File: src/rtl/ctrl_seq.sv
// ctrl_seq: multi-cycle RV32I control sequencer stepping IDLE/DECODE/EXEC/MEM/WB.
// Optional feature: define CTRL_SEQ_TRAP_EN to add a TRAP state and a trap output for illegal opcodes.
module ctrl_seq #(
    parameter int unsigned MEM_WAIT_MAX = 15,
    parameter int unsigned RET_CNT_W    = 16
) (
    input  logic                 clk,
    input  logic                 rst,
    input  logic                 instr_valid,
    input  logic [31:0]          instr,
    output logic                 instr_ready,
    output logic                 mem_req,
    output logic                 mem_we,
    input  logic                 mem_ack,
    output logic                 alu_sub,
    output logic                 reg_we,
    output logic [1:0]           wb_sel,
    output logic                 pc_we,
    output logic                 pc_offset_en,
    output logic                 mem_err,
`ifdef CTRL_SEQ_TRAP_EN
    output logic                 trap,
`endif
    output logic [RET_CNT_W-1:0] retired
);

    localparam int unsigned WAIT_W = (MEM_WAIT_MAX > 1) ? $clog2(MEM_WAIT_MAX) : 1;

    localparam logic [6:0] OpLui    = 7'b0110111;
    localparam logic [6:0] OpAuipc  = 7'b0010111;
    localparam logic [6:0] OpJal    = 7'b1101111;
    localparam logic [6:0] OpJalr   = 7'b1100111;
    localparam logic [6:0] OpBranch = 7'b1100011;
    localparam logic [6:0] OpLoad   = 7'b0000011;
    localparam logic [6:0] OpStore  = 7'b0100011;
    localparam logic [6:0] OpOpImm  = 7'b0010011;
    localparam logic [6:0] OpOp     = 7'b0110011;
    localparam logic [6:0] OpFence  = 7'b0001111;
    localparam logic [6:0] OpSystem = 7'b1110011;

    typedef enum logic [2:0] {
        StIdle,
        StDecode,
        StExec,
        StMem,
        StWb
`ifdef CTRL_SEQ_TRAP_EN
        , StTrap
`endif
    } state_e;

    state_e            state;
    logic [31:0]       ir;
    logic [WAIT_W-1:0] wait_cnt;
    logic              timed_out;

    logic [6:0] opcode;
    logic [4:0] rd;
    logic       is_load;
    logic       is_store;
    logic       is_mem_op;
    logic       is_jal;
    logic       writes_rd;
    logic       dec_alu_sub;
    logic [1:0] dec_wb_sel;
    logic       wait_last;
    logic       timeout;
    logic       go_wb;
    logic       unused_ir;

    assign opcode    = ir[6:0];
    assign rd        = ir[11:7];
    assign is_load   = (opcode == OpLoad);
    assign is_store  = (opcode == OpStore);
    assign is_mem_op = is_load || is_store;
    assign is_jal    = (opcode == OpJal);
    assign unused_ir = ^ir[24:15];

    always_comb begin
        writes_rd  = 1'b0;
        dec_wb_sel = 2'b00;
        case (opcode)
            OpLui: begin
                writes_rd  = 1'b1;
                dec_wb_sel = 2'b11;
            end
            OpJal, OpJalr: begin
                writes_rd  = 1'b1;
                dec_wb_sel = 2'b10;
            end
            OpLoad: begin
                writes_rd  = 1'b1;
                dec_wb_sel = 2'b01;
            end
            OpAuipc, OpOpImm, OpOp: begin
                writes_rd  = 1'b1;
            end
            default: begin
                writes_rd  = 1'b0;
            end
        endcase
        dec_alu_sub = (opcode == OpOp) && (ir[14:12] == 3'b000) && (ir[31:25] == 7'b0100000);
    end

`ifdef CTRL_SEQ_TRAP_EN
    logic is_legal;

    always_comb begin
        is_legal = 1'b0;
        case (opcode)
            OpLui, OpAuipc, OpJal, OpJalr, OpBranch, OpLoad,
            OpStore, OpOpImm, OpOp, OpFence, OpSystem: is_legal = 1'b1;
            default: is_legal = 1'b0;
        endcase
    end
`endif

    // An ack in the last allowed wait cycle takes priority over the timeout.
    assign wait_last = (wait_cnt == WAIT_W'(MEM_WAIT_MAX - 1));
    assign timeout   = (state == StMem) && !mem_ack && wait_last;
    assign go_wb     = ((state == StExec) && !is_mem_op) ||
                       ((state == StMem) && (mem_ack || wait_last));

    always_ff @(posedge clk) begin
        if (rst) begin
            state        <= StIdle;
            ir           <= '0;
            wait_cnt     <= '0;
            timed_out    <= 1'b0;
            instr_ready  <= 1'b1;
            mem_req      <= 1'b0;
            mem_we       <= 1'b0;
            alu_sub      <= 1'b0;
            reg_we       <= 1'b0;
            wb_sel       <= 2'b00;
            pc_we        <= 1'b0;
            pc_offset_en <= 1'b0;
            mem_err      <= 1'b0;
            retired      <= '0;
`ifdef CTRL_SEQ_TRAP_EN
            trap         <= 1'b0;
`endif
        end else begin
            reg_we       <= 1'b0;
            pc_we        <= 1'b0;
            pc_offset_en <= 1'b0;
            mem_err      <= 1'b0;

            unique case (state)
                StIdle: begin
                    if (instr_valid) begin
                        ir          <= instr;
                        instr_ready <= 1'b0;
                        state       <= StDecode;
                    end
                end
                StDecode: begin
                    alu_sub <= dec_alu_sub;
                    wb_sel  <= dec_wb_sel;
                    state   <= StExec;
`ifdef CTRL_SEQ_TRAP_EN
                    // Illegal opcodes park in TRAP with every strobe low.
                    if (!is_legal) begin
                        alu_sub <= 1'b0;
                        wb_sel  <= 2'b00;
                        trap    <= 1'b1;
                        state   <= StTrap;
                    end
`endif
                end
                StExec: begin
                    if (is_mem_op) begin
                        mem_req  <= 1'b1;
                        mem_we   <= is_store;
                        wait_cnt <= '0;
                        state    <= StMem;
                    end else begin
                        state    <= StWb;
                    end
                end
                StMem: begin
                    if (mem_ack || wait_last) begin
                        mem_req <= 1'b0;
                        mem_we  <= 1'b0;
                        state   <= StWb;
                    end else begin
                        wait_cnt <= wait_cnt + 1'b1;
                    end
                end
                StWb: begin
                    if (!timed_out) begin
                        retired <= retired + 1'b1;
                    end
                    timed_out   <= 1'b0;
                    alu_sub     <= 1'b0;
                    wb_sel      <= 2'b00;
                    instr_ready <= 1'b1;
                    state       <= StIdle;
                end
`ifdef CTRL_SEQ_TRAP_EN
                StTrap: begin
                    state <= StTrap;
                end
`endif
                default: begin
                    state <= StIdle;
                end
            endcase

            if (go_wb) begin
                reg_we       <= writes_rd && (rd != 5'd0) && !(is_load && timeout);
                pc_we        <= 1'b1;
                pc_offset_en <= is_jal;
                mem_err      <= timeout;
                timed_out    <= timeout;
            end
        end
    end

endmodule

File: config.mk
export PLATFORM = sky130hd
export DESIGN_NAME = ctrl_seq
export DESIGN_NICKNAME = d
export VERILOG_FILES = /design/src/rtl/ctrl_seq.sv
export SDC_FILE = /design/constraint.sdc
export NUM_CORES = 1
export LEC_CHECK = 0
export CORE_MARGIN = 4
export CORE_UTILIZATION = 43
export CTS_CLUSTER_DIAMETER = 30
export DETAILED_ROUTE_END_ITERATION = 12
export PLACE_DENSITY = 0.82
export SLEW_MARGIN = 20
export SYNTH_ARGS = -nofsm -noshare
export SYNTH_HDL_FRONTEND = slang
export SYNTH_SLANG_ARGS = --single-unit
File: constraint.sdc
create_clock -name clk -period 4 [get_ports clk]
set_input_delay 1 -clock clk [delete_from_list [all_inputs] [get_ports clk]]
set_output_delay 1 -clock clk [all_outputs]
set_load 0.03 [all_outputs]
==> impl_metrics.ini <==
[route]
met2WireLength_mm = 2.58
met3WireLength_um = 295
drt-met1-wl_mm = 2.23
wirelength_per_cell_um = 12.9
drt_wl_total_mm = 5.19
detail-route-antenna-nets = 0
drt_drc_violations_left = 0
drtPass1Iterations = 4
routed.top_layer = met4
vias_per_cell = 5.35
vias = 2149
drt_iter0_drc = 126

[synth]
yosys_register_bits = 56
asyncSetResetFlopFracSynth_pct = 0
dominant_cell_type_by_area_after_synthesis = sky130_fd_sc_hd__dfxtp_1
share_of_the_synthesized_area_in_compound_gates_ao_oa_aoi_oai_pct = 14.9
netlist_instances = 287
synthDistinctLibCells = 45
synth-edff-count = 0
postSynthNetCount = 326
yosys_warnings = 0
synth_largest_type_area_fraction_pct = 47.1
postSynthAreaPerCell_um2 = 8.30
postSynth.topFlopCell = sky130_fd_sc_hd__dfxtp_1
post_synth_mux_area_share_pct = 0
synth_top_family_by_area = simple AND/OR/NAND/NOR gates
mappedNetlistArea_um2 = 2380
synthXorXnorAreaFrac_pct = 3.31
post_synth_and_or_nand_nor_area_fraction_pct = 29.2
post_synthesis_share_of_cell_area_spent_on_full_adders_half_adders_and_majority_gates_pct = 1.58
yosysSeqAreaShare_pct = 47.1
synth_area_leaders = sky130_fd_sc_hd__dfxtp_1 47%, sky130_fd_sc_hd__nand2_1 9.1%, sky130_fd_sc_hd__a21oi_1 8.2%

[final_layout]
layout-area-overhead-vs-synth_pct = 27.7
fin_area_um2 = 3040
utilization_of_the_core_after_routing_pct = 58.1
drive_gt1_share_pct = 4.52
final_cell_mix = 58 x sky130_fd_sc_hd__nand2_1, 56 x sky130_fd_sc_hd__dfxtp_1, 50 x sky130_fd_sc_hd__clkdlybuf4s50_1
final-seq-area_um2 = 1120
multi_input_logic_area_um2 = 1170
antenna_cells = 0
fillers = 470
most_frequent_standard_cell_in_the_layout_excluding_fill_and_tap_cells = sky130_fd_sc_hd__nand2_1
final_cells = 402
final_layout_net_count = 370

[critical_path]
r2r_slack_ns = 1.78
setup.worst_path.class = in2reg
cp_capture_type = register
worst_ep_required_time_ns = 4.23
r2r_end = retired[14]$_SDFFE_PP0P_
r2r-start = state[0]$_SDFFE_PP0P_
critical_path_peak_fanout = 6
startpoint_type = input pin
timing.critical_path.arrival_ns = 2.72
r2r.worst_path.cells = 4

[power_and_ir_drop]
irDropWorstVdd_v = 0.000187
leakage_power_summed_over_all_cells_nw = 1.04
power.density_cell_area_nw_per_um2 = 358
total_power_mw = 1.09

[die]
row_count = 26
fp.dieH_um = 82.4
die_x_extent_um = 82.4
floorplan.initialDensity_pct = 45.5
floorplan.die_area_um2 = 6790
design.core.area_um2 = 5240
num_io_pins = 62

[timing]
timing.fmax_ghz = 0.402
tightest_slew_ns = 0.861
relSlewSlack_pct = 42.5
setup_violations = 0
finalHoldViolCount = 0
layout_worst_path_cycle_share_pct = 62.2
timing_max_transition_violations_final = 0
fin_setup_tns_ns = 0
grt_setup_unrepaired = false
shortest_period_the_worst_path_allows_ns = 2.49
worst_clock_skew_ns = 0.00388

[clock_tree]
clkSlewWorstSetupHoldPaths_ns = 0.09
clock_insertion_delay_at_the_later_pin_of_the_skew_report_ns = 0.30
cts_root_buf = sky130_fd_sc_hd__clkbuf_8
clock_path_buffers = 2
cts_tree = yes
cts-resized-gates = 0
post_cts_setup_buffers = 0
h-tree-depth = 2
tritoncts_num_sinks = 56
cts_inserted_buffers = 5
cts_hold_buf = 0

[place]
dp.final_hpwl_mm = 3.73
gpl.final_weighted_congestion = 0.802
placed_cell_areas_um2 = 2920
placed_cells = 394
place.port_buffers = 51

[grt]
grt_overflow_total = 0
grt_pass1_vias = 1963
grt_pass1_wl_mm = 8.29
initial_antenna_violation_count = 0
maximum_number_of_pins_on_one_net_before_global_route_repair = 40
track_usage_pct = 15.5

[job]
max_cap_violations = 0

[worst_hold_path]
timing.hold.worst_endpoint = ir[10]$_SDFFE_PP0P_
hold_depth = 2
worstHoldStart = ir[10]$_SDFFE_PP0P_
hp-class = reg2reg

[status]
status = finished, final reports clean
[power by group]
group          switching [mW]  internal (mW)  total (mW)
Sequential             0.0180          0.577       0.595
Combinational          0.0577         0.0523       0.110
Clock                   0.179          0.205       0.383
[per-stage QoR]
step	setup slack, ns	hold slack [ns]
floorplan	1.83	0.431
global placement	1.22	0.439
detailed placement	1.22	0.444
CTS	1.51	0.458
global route	1.41	0.478
finish	1.51	0.456
[how the worst max path moves through the flow]
stage               cells after the start                    start  slack (ns)                        to
CTS                                     1  retired[3]$_SDFFE_PP0P_        1.51                retired[3]
global placement                        5                  mem_ack        1.22  wait_cnt[1]$_SDFFE_PP0P_
detailed placement                      5                  mem_ack        1.22  wait_cnt[1]$_SDFFE_PP0P_
finish                                  5                  mem_ack        1.51  wait_cnt[1]$_SDFFE_PP0P_
floorplan                               4                  mem_ack        1.83  wait_cnt[1]$_SDFFE_PP0P_
global route                            5                  mem_ack        1.41  wait_cnt[1]$_SDFFE_PP0P_
[logic make-up (layout without fill, tap and decap cells)]
| kind of cell | count (synthesis) | count (layout) |
|---|---|---|
| compound gates | 61 | 61 |
| xor+xnor | 9 | 9 |
| fa+ha+maj | 3 | 3 |
| buf+inv | 21 | 66 |
| flops | 56 | 56 |
| simple gates | 137 | 137 |
[routing by layer]
metal | GRT usage (%) | vias to the layer above
met3 | 3.80 | 8
met5 | 0 | -
met4 | 4.65 | 0
met2 | 28.9 | 51
met1 | 17.0 | 987
li1 | - | 1103
[synth_stat cells, types with 2 or more instances]
library cell and count:
sky130_fd_sc_hd__nor2_1 19, sky130_fd_sc_hd__a311oi_1 3, sky130_fd_sc_hd__xnor2_1 4, sky130_fd_sc_hd__or3_1 3
sky130_fd_sc_hd__o31ai_1 5, sky130_fd_sc_hd__nor3b_1 2, sky130_fd_sc_hd__clkbuf_1 12, sky130_fd_sc_hd__or4_1 5
sky130_fd_sc_hd__o21ai_0 5, sky130_fd_sc_hd__nand3_1 11, sky130_fd_sc_hd__o32ai_1 2, sky130_fd_sc_hd__xor2_1 5
sky130_fd_sc_hd__nor4b_1 2, sky130_fd_sc_hd__dfxtp_1 56, sky130_fd_sc_hd__and3_1 3, sky130_fd_sc_hd__nand4_1 8
sky130_fd_sc_hd__nor4_1 5, sky130_fd_sc_hd__buf_6 2, sky130_fd_sc_hd__inv_1 5, sky130_fd_sc_hd__nand2b_1 3
sky130_fd_sc_hd__and2_1 2, sky130_fd_sc_hd__nor2b_1 2, sky130_fd_sc_hd__a21oi_1 39, sky130_fd_sc_hd__nand2_1 58
sky130_fd_sc_hd__ha_1 3, sky130_fd_sc_hd__nor3_1 4
[area by class of cell]
cell class	instances	share of cell area, %
clock buffer	6	2.71
inverter	5	0.617
tap	70	2.88
sequential	56	36.9
clock inverter	2	1.28
multi-input combinational	210	38.5
timing repair buffer	53	17.1
[critical path: stages]
cell,delay (ns)
sky130_fd_sc_hd__clkdlybuf4s50_1,0.45
sky130_fd_sc_hd__nor2b_1,0.26
sky130_fd_sc_hd__a22oi_1,0.22
sky130_fd_sc_hd__or4b_2,0.64
sky130_fd_sc_hd__a21oi_1,0.15
[registers in the layout, summed over array words and instances (netlist names), 2 cells and up]
name / cells
wait_cnt: 4
ir: 22
retired: 16
wb_sel: 2
state: 3
Power figures use the tool's default switching activity.
